File: config.mk
export PLATFORM = sky130hd
export DESIGN_NAME = lfsr_generator
export DESIGN_NICKNAME = d
export VERILOG_FILES = /design/src/rtl/lfsr_generator.sv
export SDC_FILE = /design/constraint.sdc
export NUM_CORES = 1
export LEC_CHECK = 0
export ABC_AREA = 1
export CAP_MARGIN = 20
export CORE_MARGIN = 2
export CORE_UTILIZATION = 50
export CTS_BUF_LIST = sky130_fd_sc_hd__clkbuf_16
export DETAILED_ROUTE_END_ITERATION = 10
export DONT_BUFFER_PORTS = 1
export PLACE_DENSITY = 0.65
export SLEW_MARGIN = 10
export SYNTH_ARGS = -nofsm -noshare
export SYNTH_HDL_FRONTEND = slang
export SYNTH_SLANG_ARGS = --single-unit
File: constraint.sdc
create_clock -name clk -period 2.2 [get_ports clk]
set_input_delay 0.22 -clock clk [delete_from_list [all_inputs] [get_ports clk]]
set_output_delay 0.22 -clock clk [all_outputs]
set_load 0.03 [all_outputs]
File: src/rtl/lfsr_generator.sv
// -----------------------------------------------------------------------------
// lfsr_generator
//
// Transmit-side pattern source for the 8-bit LFSR link. Emits the same
// sequence the lock checker tracks, either as a free-running stream of good
// words or as a scripted burst:
//   good_len good words, GAP_CYC valid-low cycles, bad_len corrupted words,
//   then a one-cycle done pulse.
//
// Ports
//   clk           system clock
//   reset         asynchronous active-low reset
//   i_soft_reset  synchronous abort; loads i_seed into the LFSR state
//   i_seed        seed value loaded on i_soft_reset
//   i_enable      free-run enable (honoured only while idle)
//   i_start       single-cycle burst start pulse (honoured only while idle)
//   i_good_len    number of good words in the burst, latched on start
//   i_bad_len     number of corrupted words in the burst, latched on start
//   o_LFSR        registered output word
//   o_valid       o_LFSR is meaningful this cycle
//   o_bad         current valid word is corrupted
//   o_busy        a scripted burst is in progress
//   o_done        one-cycle pulse at the end of a burst
// -----------------------------------------------------------------------------
module lfsr_generator #(
    parameter int unsigned LEN_W   = 5,
    parameter int unsigned GAP_CYC = 2    // legal range 1..15
) (
    input  logic             clk,
    input  logic             reset,
    input  logic             i_soft_reset,
    input  logic [7:0]       i_seed,
    input  logic             i_enable,
    input  logic             i_start,
    input  logic [LEN_W-1:0] i_good_len,
    input  logic [LEN_W-1:0] i_bad_len,
    output logic [7:0]       o_LFSR,
    output logic             o_valid,
    output logic             o_bad,
    output logic             o_busy,
    output logic             o_done
);

    localparam int unsigned GAP_W = 4;

    typedef enum logic [2:0] {
        ST_IDLE,
        ST_GOOD,
        ST_GAP,
        ST_BAD,
        ST_DONE
    } fsm_t;

    fsm_t             r_fsm;
    logic [7:0]       r_state;      // LFSR state register
    logic [7:0]       r_word;
    logic             r_valid;
    logic             r_bad;
    logic             r_busy;
    logic             r_done;
    logic [LEN_W-1:0] r_word_cnt;   // words left in the current GOOD/BAD phase
    logic [LEN_W-1:0] r_bad_len;    // bad length held until the BAD phase
    logic [GAP_W-1:0] r_gap_cnt;    // valid-low cycles left in GAP

    logic [7:0]       w_next_state;

    // One LFSR step. The zero-detect term on the feedback splices the
    // all-zero state into the cycle so the period is the full 256 states.
    function automatic logic [7:0] lfsr_step(input logic [7:0] s);
        logic       fb;
        logic [7:0] n;
        fb   = s[7] ^ (s[6:0] == 7'd0);
        n[0] = fb;
        n[1] = s[0];
        n[2] = s[1] ^ fb;
        n[3] = s[2] ^ fb;
        n[4] = s[3];
        n[5] = s[4];
        n[6] = s[5];
        n[7] = s[6] ^ fb;
        return n;
    endfunction

    assign w_next_state = lfsr_step(r_state);

    // Burst sequencer, LFSR state and registered outputs.
    always_ff @(posedge clk or negedge reset) begin
        if (!reset) begin
            r_fsm      <= ST_IDLE;
            r_state    <= 8'h01;
            r_word     <= 8'h00;
            r_valid    <= 1'b0;
            r_bad      <= 1'b0;
            r_busy     <= 1'b0;
            r_done     <= 1'b0;
            r_word_cnt <= '0;
            r_bad_len  <= '0;
            r_gap_cnt  <= '0;
        end else if (i_soft_reset) begin
            // Abort everything; a simultaneous start is dropped.
            r_fsm      <= ST_IDLE;
            r_state    <= i_seed;
            r_valid    <= 1'b0;
            r_bad      <= 1'b0;
            r_busy     <= 1'b0;
            r_done     <= 1'b0;
            r_word_cnt <= '0;
            r_gap_cnt  <= '0;
        end else begin
            r_valid <= 1'b0;
            r_bad   <= 1'b0;
            r_done  <= 1'b0;

            case (r_fsm)
                ST_IDLE: begin
                    if (i_start) begin
                        r_busy     <= 1'b1;
                        r_word_cnt <= i_good_len;
                        r_bad_len  <= i_bad_len;
                        r_gap_cnt  <= GAP_W'(GAP_CYC);
                        r_fsm      <= (i_good_len != '0) ? ST_GOOD : ST_GAP;
                    end else begin
                        r_busy <= 1'b0;
                        if (i_enable) begin
                            r_valid <= 1'b1;
                            r_word  <= r_state;
                            r_state <= w_next_state;
                        end
                    end
                end

                ST_GOOD: begin
                    r_valid <= 1'b1;
                    r_word  <= r_state;
                    r_state <= w_next_state;
                    if (r_word_cnt == LEN_W'(1)) begin
                        r_gap_cnt <= GAP_W'(GAP_CYC);
                        r_fsm     <= ST_GAP;
                    end else begin
                        r_word_cnt <= r_word_cnt - LEN_W'(1);
                    end
                end

                ST_GAP: begin
                    if (r_gap_cnt == GAP_W'(1)) begin
                        if (r_bad_len != '0) begin
                            r_word_cnt <= r_bad_len;
                            r_fsm      <= ST_BAD;
                        end else begin
                            r_fsm <= ST_DONE;
                        end
                    end else begin
                        r_gap_cnt <= r_gap_cnt - GAP_W'(1);
                    end
                end

                ST_BAD: begin
                    // Corrupt bit 0 of the emitted word only; the state
                    // itself keeps advancing along the good sequence.
                    r_valid <= 1'b1;
                    r_bad   <= 1'b1;
                    r_word  <= r_state ^ 8'h01;
                    r_state <= w_next_state;
                    if (r_word_cnt == LEN_W'(1)) begin
                        r_fsm <= ST_DONE;
                    end else begin
                        r_word_cnt <= r_word_cnt - LEN_W'(1);
                    end
                end

                ST_DONE: begin
                    // o_busy stays high through this cycle and drops in IDLE.
                    r_done <= 1'b1;
                    r_fsm  <= ST_IDLE;
                end

                default: begin
                    r_busy <= 1'b0;
                    r_fsm  <= ST_IDLE;
                end
            endcase
        end
    end

    assign o_LFSR  = r_word;
    assign o_valid = r_valid;
    assign o_bad   = r_bad;
    assign o_busy  = r_busy;
    assign o_done  = r_done;

endmodule

## After elaboration in Yosys (flattened, before gate mapping)

Cells that the tools add are included.

| storage, ports and cells | value |
|---|---|
| bits in registers | 37 |
| latch bits | 0 |
| bits in writable memories | 0 |
| bits in read-only memories | 0 |
| bits of input ports | 23 |
| output and inout port bits | 12 |
| logic and storage cells | 89 |
| memories kept | 0 |

| cells by class | value |
|---|---|
| $add $sub $neg | 2 |
| multiply operators | 0 |
| divide/modulo/power cells | 0 |
| magnitude comparators | 0 |
| equality and inequality tests | 18 |
| shift-type cells | 0 |
| multiplexer cells | 37 |
| bitwise logic cells | 6 |
| reductions and logical operators | 16 |

Operators with widths:

| cell | count |
|---|---|
| 8-bit two-way mux | 5 |
| 3-bit inequality test, second input constant | 9 |
| 5-bit two-way mux | 5 |
| 8-bit one-hot mux with 3 select lines | 1 |
| 3-bit two-way mux | 6 |
| 4-bit two-way mux | 4 |
| 8-bit one-hot mux with 2 select lines | 1 |
| 5-bit one-hot mux with 3 select lines | 1 |
| 3-bit one-hot mux with 4 select lines | 1 |
| 4-bit one-hot mux with 3 select lines | 1 |
| 4-bit AND reduction | 3 |
| 5-bit nonzero test | 2 |
| 1-bit two-way mux | 9 |
| 4-bit nonzero test | 2 |
| 7-bit zero test | 1 |
| 3-bit by 2-bit == test with 1-bit output, second input constant | 2 |
| 3-bit AND reduction | 2 |
| 3-bit nonzero test | 2 |
| 5-bit by 1-bit == test with 1-bit output, second input constant | 1 |
| 5-bit AND reduction | 1 |
| 5-bit by 1-bit subtractor with 5-bit output, second input constant | 1 |
| 4-bit by 1-bit == test with 1-bit output, second input constant | 1 |
| 2-bit inequality test, second input constant | 2 |
| 1-bit one-hot mux with 2 select lines | 2 |
| other kinds (10) | 14 |

## Logic depth before layout (Yosys ltp)

Gate-level depths: netlist (run 1).

| depth | value |
|---|---|
| depth in word-level cells | 7 |
| mapped depth | 10 |
| depth with buffers taken out | 10 |

## Worst setup path before layout (run 1)

OpenSTA, ideal clock, no wires.

| timing | value |
|---|---|
| path kind | reg-to-reg |
| from | register r_fsm[0] |
| to | register r_word[1], in the netlist o_LFSR[1] |
| setup time | 118 ps |
| data arrival time | 1,316 ps |
| required time | 2,082 ps |
| path slack | 766 ps |
| stages on the path, launching flop included | 8 |
| buffers on the path | 1 |
| clock period less this slack | 1,434 ps |
| cells stage by stage | dfrtp_1 nor2_4 nand4_2 a21oi_4 inv_4 buf_6 nand2_2 o21ai_2 |

| on the way | value |
|---|---|
| word-level cells in the longest chain between the ends | 3 |
| elaborated cells between the ends (all ways) | 8 |
| classes of those cells | eq/ne (4); mux (1); reduce/logical (3) |

RTL lines:

| item | line | source |
|---|---|---|
| from (decl) | 54 | `fsm_t r_fsm;` |
| from (signal assigned) | 121 | `r_fsm <= (i_good_len != '0) ? ST_GOOD : ST_GAP;` |
| 3-bit by 2-bit == test with 1-bit output, or another cell as far along | 114 | `case (r_fsm)` |
| 3-bit nonzero test (no source line) or 2-bit inequality test (tied branches) | -- |  |
| 4-bit AND reduction (no source line) | -- |  |
| to (signal assigned) | 126 | `r_word <= r_state;` |
| to (signal assigned) | 134 | `r_word <= r_state;` |
| to (signal assigned) | 162 | `r_word <= r_state ^ 8'h01;` |
| to (decl) | 56 | `logic [7:0] r_word;` |

Parallel ways exist; a longest one is shown, timed or not.
A chain may end at the register's enable or synchronous reset.

## Final worst setup path (run 1)

| timing | value |
|---|---|
| from | register r_fsm[0] |
| to | register r_word[0], in the netlist o_LFSR[0] |

The elaborated chain is that of the path after synthesis.

==> results of run 1 <==
==> sequential cells by signal (all words and copies together) (netlist names) <==
signal      count
o_LFSR          8
o_bad           1
o_busy          1
o_done          1
o_valid         1
r_bad_len       5
r_fsm           3
r_gap_cnt       4
r_state         8
r_word_cnt      5
==> power breakdown <==
group	switching, mW	internal (mW)
Clock	0.278	0.421
Sequential	0.371	0.925
Combinational	0.696	0.386
==> what timing repair did <==
action	4_1_cts	5_1_grt
setup buffers	0	0
hold buffers	2	0
endpoints found under the hold margin	37	0
==> cells by family after synthesis <==
logic type	synth area share, %
AOI/OAI and AO/OA	9.07
DFF	44.2
adders and majority gates	2.39
buffers and inverters	7.88
muxes	1.61
and+or+nand+nor	33.6
xor gates and xnor gates	1.25
==> final cells by class <==
type                            count  area [sq um]
Multi-Input combinational cell    205          1000
Inverter                           37           141
Timing Repair Buffer                3          37.5
Fill cell                         394          1710
Clock inverter                      3          22.5
Sequential cell                    37           927
Tap cell                           50          62.6
Clock buffer                        5           125
==> cells in the final DEF, fill, tap and decap left out, types with 2 or more instances in the layout <==
cell type,instances
sky130_fd_sc_hd__nand2_1,92
sky130_fd_sc_hd__dfrtp_1,36
sky130_fd_sc_hd__inv_1,33
sky130_fd_sc_hd__nor2_1,31
sky130_fd_sc_hd__nand3_1,30
sky130_fd_sc_hd__o21ai_0,13
sky130_fd_sc_hd__a21oi_1,7
sky130_fd_sc_hd__o21ai_2,5
sky130_fd_sc_hd__clkbuf_16,5
sky130_fd_sc_hd__ha_1,4
sky130_fd_sc_hd__nand2_2,3
sky130_fd_sc_hd__o211ai_1,3
sky130_fd_sc_hd__nand4_1,3
sky130_fd_sc_hd__mux2_2,3
sky130_fd_sc_hd__nor2_4,2
sky130_fd_sc_hd__inv_2,2
sky130_fd_sc_hd__xor2_1,2
sky130_fd_sc_hd__clkinv_4,2
==> critical path, cell delays in order (launching register included) <==
cell                      delay [ns]
sky130_fd_sc_hd__dfrtp_1        0.49
sky130_fd_sc_hd__nor2_4         0.18
sky130_fd_sc_hd__nand4_2        0.18
sky130_fd_sc_hd__a21oi_4        0.35
sky130_fd_sc_hd__inv_4          0.14
sky130_fd_sc_hd__nand2_1        0.10
sky130_fd_sc_hd__o21ai_2        0.05
==> final timing paths <==
check | start | endpoint | depth (start not counted)
max | r_fsm[0] | o_LFSR[0] | 6
min | i_soft_reset | o_bad | 1
max reg2reg | r_fsm[0] | o_LFSR[0] | 6
max in group asynchronous | reset | r_state[0] | 2
min reg2reg | r_word_cnt[1] | r_word_cnt[1] | 2
min in group asynchronous | reset | o_LFSR[0] | 2
==> through the flow <==
step                util [%]  cells  hold WS [ns]  power [mW]
detailed placement      53.2    330       -0.0747        2.37
floorplan                  -    283       -0.0756        2.12
finish                  57.6    340        0.0168        3.08
global route            57.6    340        0.0158        3.35
CTS                     57.6    340        0.0139        3.10
global placement        53.2    330       -0.0746        2.35
==> per-layer routing <==
| metal | GRT usage [%] | up-vias | wire (microns) |
|---|---|---|---|
| li1 | - | 909 | - |
| met1 | 32.9 | 762 | 2350 |
| met2 | 29.7 | 47 | 1860 |
| met3 | 6.33 | 3 | 295 |
| met4 | 4.17 | 0 | 12 |
| met5 | 0 | - | 0 |
==> flow_summary.ini, run 1 <==
[outcome]
outcome = completed

[global_route]
first_global_vias = 1557
global_route_usage_over_all_layers_pct = 21.4
grt_max_degree = 38
grt_first_pass_wirelength_microns = 7430
antenna_found_initial = 0
grt-ovfl-total = 0

[sta]
timing.final.crit_period_ns = 1.62
report.final.slew_viol_count = 0
final_critical_path_setup_slack_ns = 0.584
finalSetupTns_ns = 0
timing.final.crit_share_pct = 73.4
slew_headroom_pct = 72.1
fmax_mhz = 619
rsz0062_at_grt = false
skew_ns = 0.00433
final-hold-violation-count = 0
worst_slew_pin_tran_ns = 0.417
setup_violations = 0

[flow_run]
max-cap-violations = 0

[synth]
yosysWarningCount = 0
synthMostInstantiatedCell = sky130_fd_sc_hd__nand2_1
synth.ff_latch_count = 37
synth.top_cells.by_count = sky130_fd_sc_hd__nand2_1, sky130_fd_sc_hd__dfrtp_1, sky130_fd_sc_hd__inv_1
synth.distinct_cells = 30
ys_dominant_reg_cell = sky130_fd_sc_hd__dfrtp_1
synth-edff-count = 0
post_synth_instance_area_sq_um = 2100
synth_area_leader_cell = sky130_fd_sc_hd__dfrtp_1
synth.net_count = 310
fraction_of_post_synthesis_cell_area_in_the_top_cell_type_by_area_pct = 43.0
post_synth_inst_count = 283
synth_area_per_cell_sq_um = 7.41
postSynth.asyncResetShare_pct = 100
register_area_share_after_synthesis_pct = 44.2
synth.top_cells.by_area = sky130_fd_sc_hd__dfrtp_1, sky130_fd_sc_hd__nand2_1, sky130_fd_sc_hd__nand3_1

[layout]
layout.nets = 316
share_of_layout_cells_above_drive_strength_1_pct = 10.3
post-route-cell-area_sq_um = 2320
n_antenna_cell = 0
syn_to_final_growth_pct = 10.7

[place]
finalWeightedCongestion = 0.892
post-place-ws_ns = 0.610
portBuffers = 0
dpl_cell_area_sq_um = 2140
dpl.hpwl_microns = 3360

[clock_tree]
insertion_delay_ns = 0.28
clock_tree.htree_level_count = 2
cts_root_buffer = sky130_fd_sc_hd__clkbuf_16
clockBufferDepth = 2
cts_tree = yes
post_cts_resize_count = 0
numClockSinks = 37
cts-buffers-inserted = 5
cts.clk_slew.worst_paths_ns = 0.06

[worst_setup_path]
cp-end-kind = register
reg2reg_setup_slack_ns = 0.58
critical_path_class = register to register
worst_ep_required_time_ns = 2.37
crit_path_max_fanout = 13
startpoint_type = register
critPathArrivalTime_ns = 1.78

[routing]
detailroute.via_count = 1721
detail_route.drc_violations = 0
first_pass_iters = 4
postRouteWirelength_microns = 4520
wl_per_cell_microns = 13.3
drt_iter0_markers = 120
detail_route.vias_per_cell = 5.06
drtAntennaViolNets = 0

[die]
die_w_microns = 68.8
top_level_ports = 35
die_h_microns = 68.8
floorplan.initialDensity_pct = 52.0
die_area_sq_um = 4730
design.core.area_sq_um = 4030
rows = 23

[power_and_ir_drop]
power.density_nw_per_um2 = 1330
p_leak_nw = 1.20
maximum_resistive_drop_on_vdd_mv = 0.599

[hold_path]
hold_class = input port to register
Power figures use the tool's default switching activity.
==> run 2, diff against run 1 <==
Settings changed: PLACE_DENSITY 0.65 to 0.68.
Clock period 2.2 ns to 1.35 ns, I/O delays scaled along.
==> flow_summary.ini, run 2 (synthesized netlist as in run 1, its figures left out) <==
[routing]
wl_per_cell_microns = 14.7
postRouteWirelength_microns = 5700
first_pass_iters = 7
drtAntennaViolNets = 0
drt_iter0_markers = 134
detail_route.drc_violations = 0
detail_route.vias_per_cell = 5.24
detailroute.via_count = 2033

[place]
portBuffers = 0
post-place-ws_ns = -0.0872
finalWeightedCongestion = 0.913
dpl.hpwl_microns = 3680

[global_route]
first_global_vias = 1888
grt_first_pass_wirelength_microns = 8580
grt-ovfl-total = 0
antenna_found_initial = 0
met2_usage_pct = 38.9
global_route_usage_over_all_layers_pct = 25.1
grt_max_degree = 38
global_route.peak_usage_layer = met2
groute.layer.met3.usage_pct = 5.68
grtUsageMet1_pct = 34.2

[worst_setup_path]
critical_path.startpoint = r_word_cnt[1]
reg2reg_to = r_fsm[1]
reg2reg_setup_slack_ns = -0.1
rr_worst_depth = 10
cp-end-kind = register
critical_path_class = register to register
slowest_stage = sky130_fd_sc_hd__dfrtp_1
cp-endpoint = r_fsm[1]
cp_cell_sequence = inv_2 > ha_4 > inv_2 > nor2_4 > nand2_2 > nand3_2 > nand2_4 > buf_4 > inv_1 > nand2_1
largest_stage_delay_on_the_critical_path_ns = 0.39
timing.rr.start = r_word_cnt[1]
startpoint_type = register
worst_path_most_repeated_cell = sky130_fd_sc_hd__inv_2
crit_path_max_fanout = 3
critPathArrivalTime_ns = 1.61
worst_ep_required_time_ns = 1.52

[layout]
layout.cells.most_common = sky130_fd_sc_hd__nand2_1
layout.nets = 364
syn_to_final_growth_pct = 37.9
final_cell_mix = sky130_fd_sc_hd__nand2_1, sky130_fd_sc_hd__buf_4, sky130_fd_sc_hd__dfrtp_1, sky130_fd_sc_hd__inv_1, sky130_fd_sc_hd__nor2_1
multi_input_comb_area_sq_um = 1170
num-fill-cells = 307
n_antenna_cell = 0
seq_area_sq_um = 930
share_of_layout_cells_above_drive_strength_1_pct = 32.5

[die]
design.core.area_sq_um = 4030
rows = 23
floorplan.initialDensity_pct = 52.0
die_w_microns = 68.8
die_h_microns = 68.8
top_level_ports = 35
die_area_sq_um = 4730

[sta]
timing.hold.ws_ns = -0.00935
final-hold-violation-count = 2
fmax_mhz = 691
timing.final.crit_share_pct = 107
rsz0062_at_grt = true
skew_ns = 0.00267
final_critical_path_setup_slack_ns = -0.0961
worst_slew_pin_tran_ns = 0.322
report.final.slew_viol_count = 0
setup_violations = 26
slew_headroom_pct = 78.5
timing.final.crit_period_ns = 1.45

[power_and_ir_drop]
maximum_resistive_drop_on_vdd_mv = 1.06
power.density_nw_per_um2 = 2170
report.power.total_mw = 6.26
p_leak_nw = 1.46

[outcome]
outcome = finished with violations
violated_checks = hold timing, setup timing

[clock_tree]
cts_tree = yes
clock_tree.htree_level_count = 2
cts-buffers-inserted = 5
insertion_delay_ns = 0.28
clockBufferDepth = 2
numClockSinks = 37
cts_root_buffer = sky130_fd_sc_hd__clkbuf_16
cts.clk_slew.worst_paths_ns = 0.06

[flow_run]
max-cap-violations = 0

[hold_path]
hold_class = input port to register
## run 2: cell count changes in the layout (fill, tap and decap cells not counted), moves of 4 or more
cell,previous run,this run
sky130_fd_sc_hd__buf_4,1,43
sky130_fd_sc_hd__nand2_1,92,81
sky130_fd_sc_hd__nand2_2,3,11
sky130_fd_sc_hd__nand3_1,30,22
sky130_fd_sc_hd__nand3_2,0,8
sky130_fd_sc_hd__nor2_1,31,24
sky130_fd_sc_hd__nor2_4,2,7
sky130_fd_sc_hd__o21ai_0,13,9
## run 2: repair_timing
item | in CTS | in global routing
setup endpoints to repair | 25 | 31
cloned | 0 | 0
pin swaps | 14 | 8
resized for setup | 23 | 27
setup buffers | 5 | 2
hold buffers | 4 | 1
hold endpoints to repair | 42 | 1
## run 2: worst min-delay path by stage
stage | from | endpoint | slack (ns) | depth (start not counted)
floorplan | reset | o_LFSR[0] | -0.16 | 0
global placement | reset | o_LFSR[0] | -0.16 | 0
detailed placement | reset | o_LFSR[5] | -0.16 | 0
CTS | i_soft_reset | o_bad | -0.07 | 1
global route | i_bad_len[0] | r_bad_len[0] | 0.006 | 1
finish | i_soft_reset | r_fsm[2] | -0.009 | 3
## run 2: worst max-delay path: cells and delay by family (launching register included)
family / cells / cell delay, ns
adder cells (fa/ha/maj): 1 / 0.13
AND/OR/NAND/NOR: 5 / 0.48
buffers and inverters: 4 / 0.33
flip-flops: 1 / 0.39
## run 2: where the power goes
group / leakage, nW / total (mW) / switching (mW) / internal [mW]
registers: 0.463 / 2.04 / 0.529 / 1.51
logic: 0.920 / 2.88 / 1.60 / 1.27
clock network: 0.0800 / 1.35 / 0.473 / 0.874
total: 1.46 / 6.26 / 2.61 / 3.66
## run 2: routing by layer
layer	vias to the layer above	share of wire [%]
met1	946	44
met3	10	5.0
met2	63	49
met5	-	0
met4	0	1.6
li1	1014	-
## run 2: cell type report
type                    instances  share of cell area [%]
flip-flops and latches         37                    32.1
inverters                      37                    4.89
multi-input cells             205                    40.5
repair buffers                 51                    14.4
well taps                      50                    2.16
clock inverters                 3                    1.60
clock buffers                   5                    4.33
## run 2: metrics by stage
step	area (sq um)	utilization, %	setup TNS [ns]	instances
after floorplan	2110	-	-0.353	283
after global placement	2450	60.7	-0.626	369
after detailed placement	2450	60.7	-0.784	369
after CTS	2760	68.6	-0.0272	385
after global routing	2890	71.8	-2.93	388
final	2890	71.8	-0.960	388
==> run 3, diff against run 2 <==
Settings changed: SLEW_MARGIN 10 to 20.
==> results of run 3 <==
The final DEF is identical to that of run 2; final timing and power are the same.
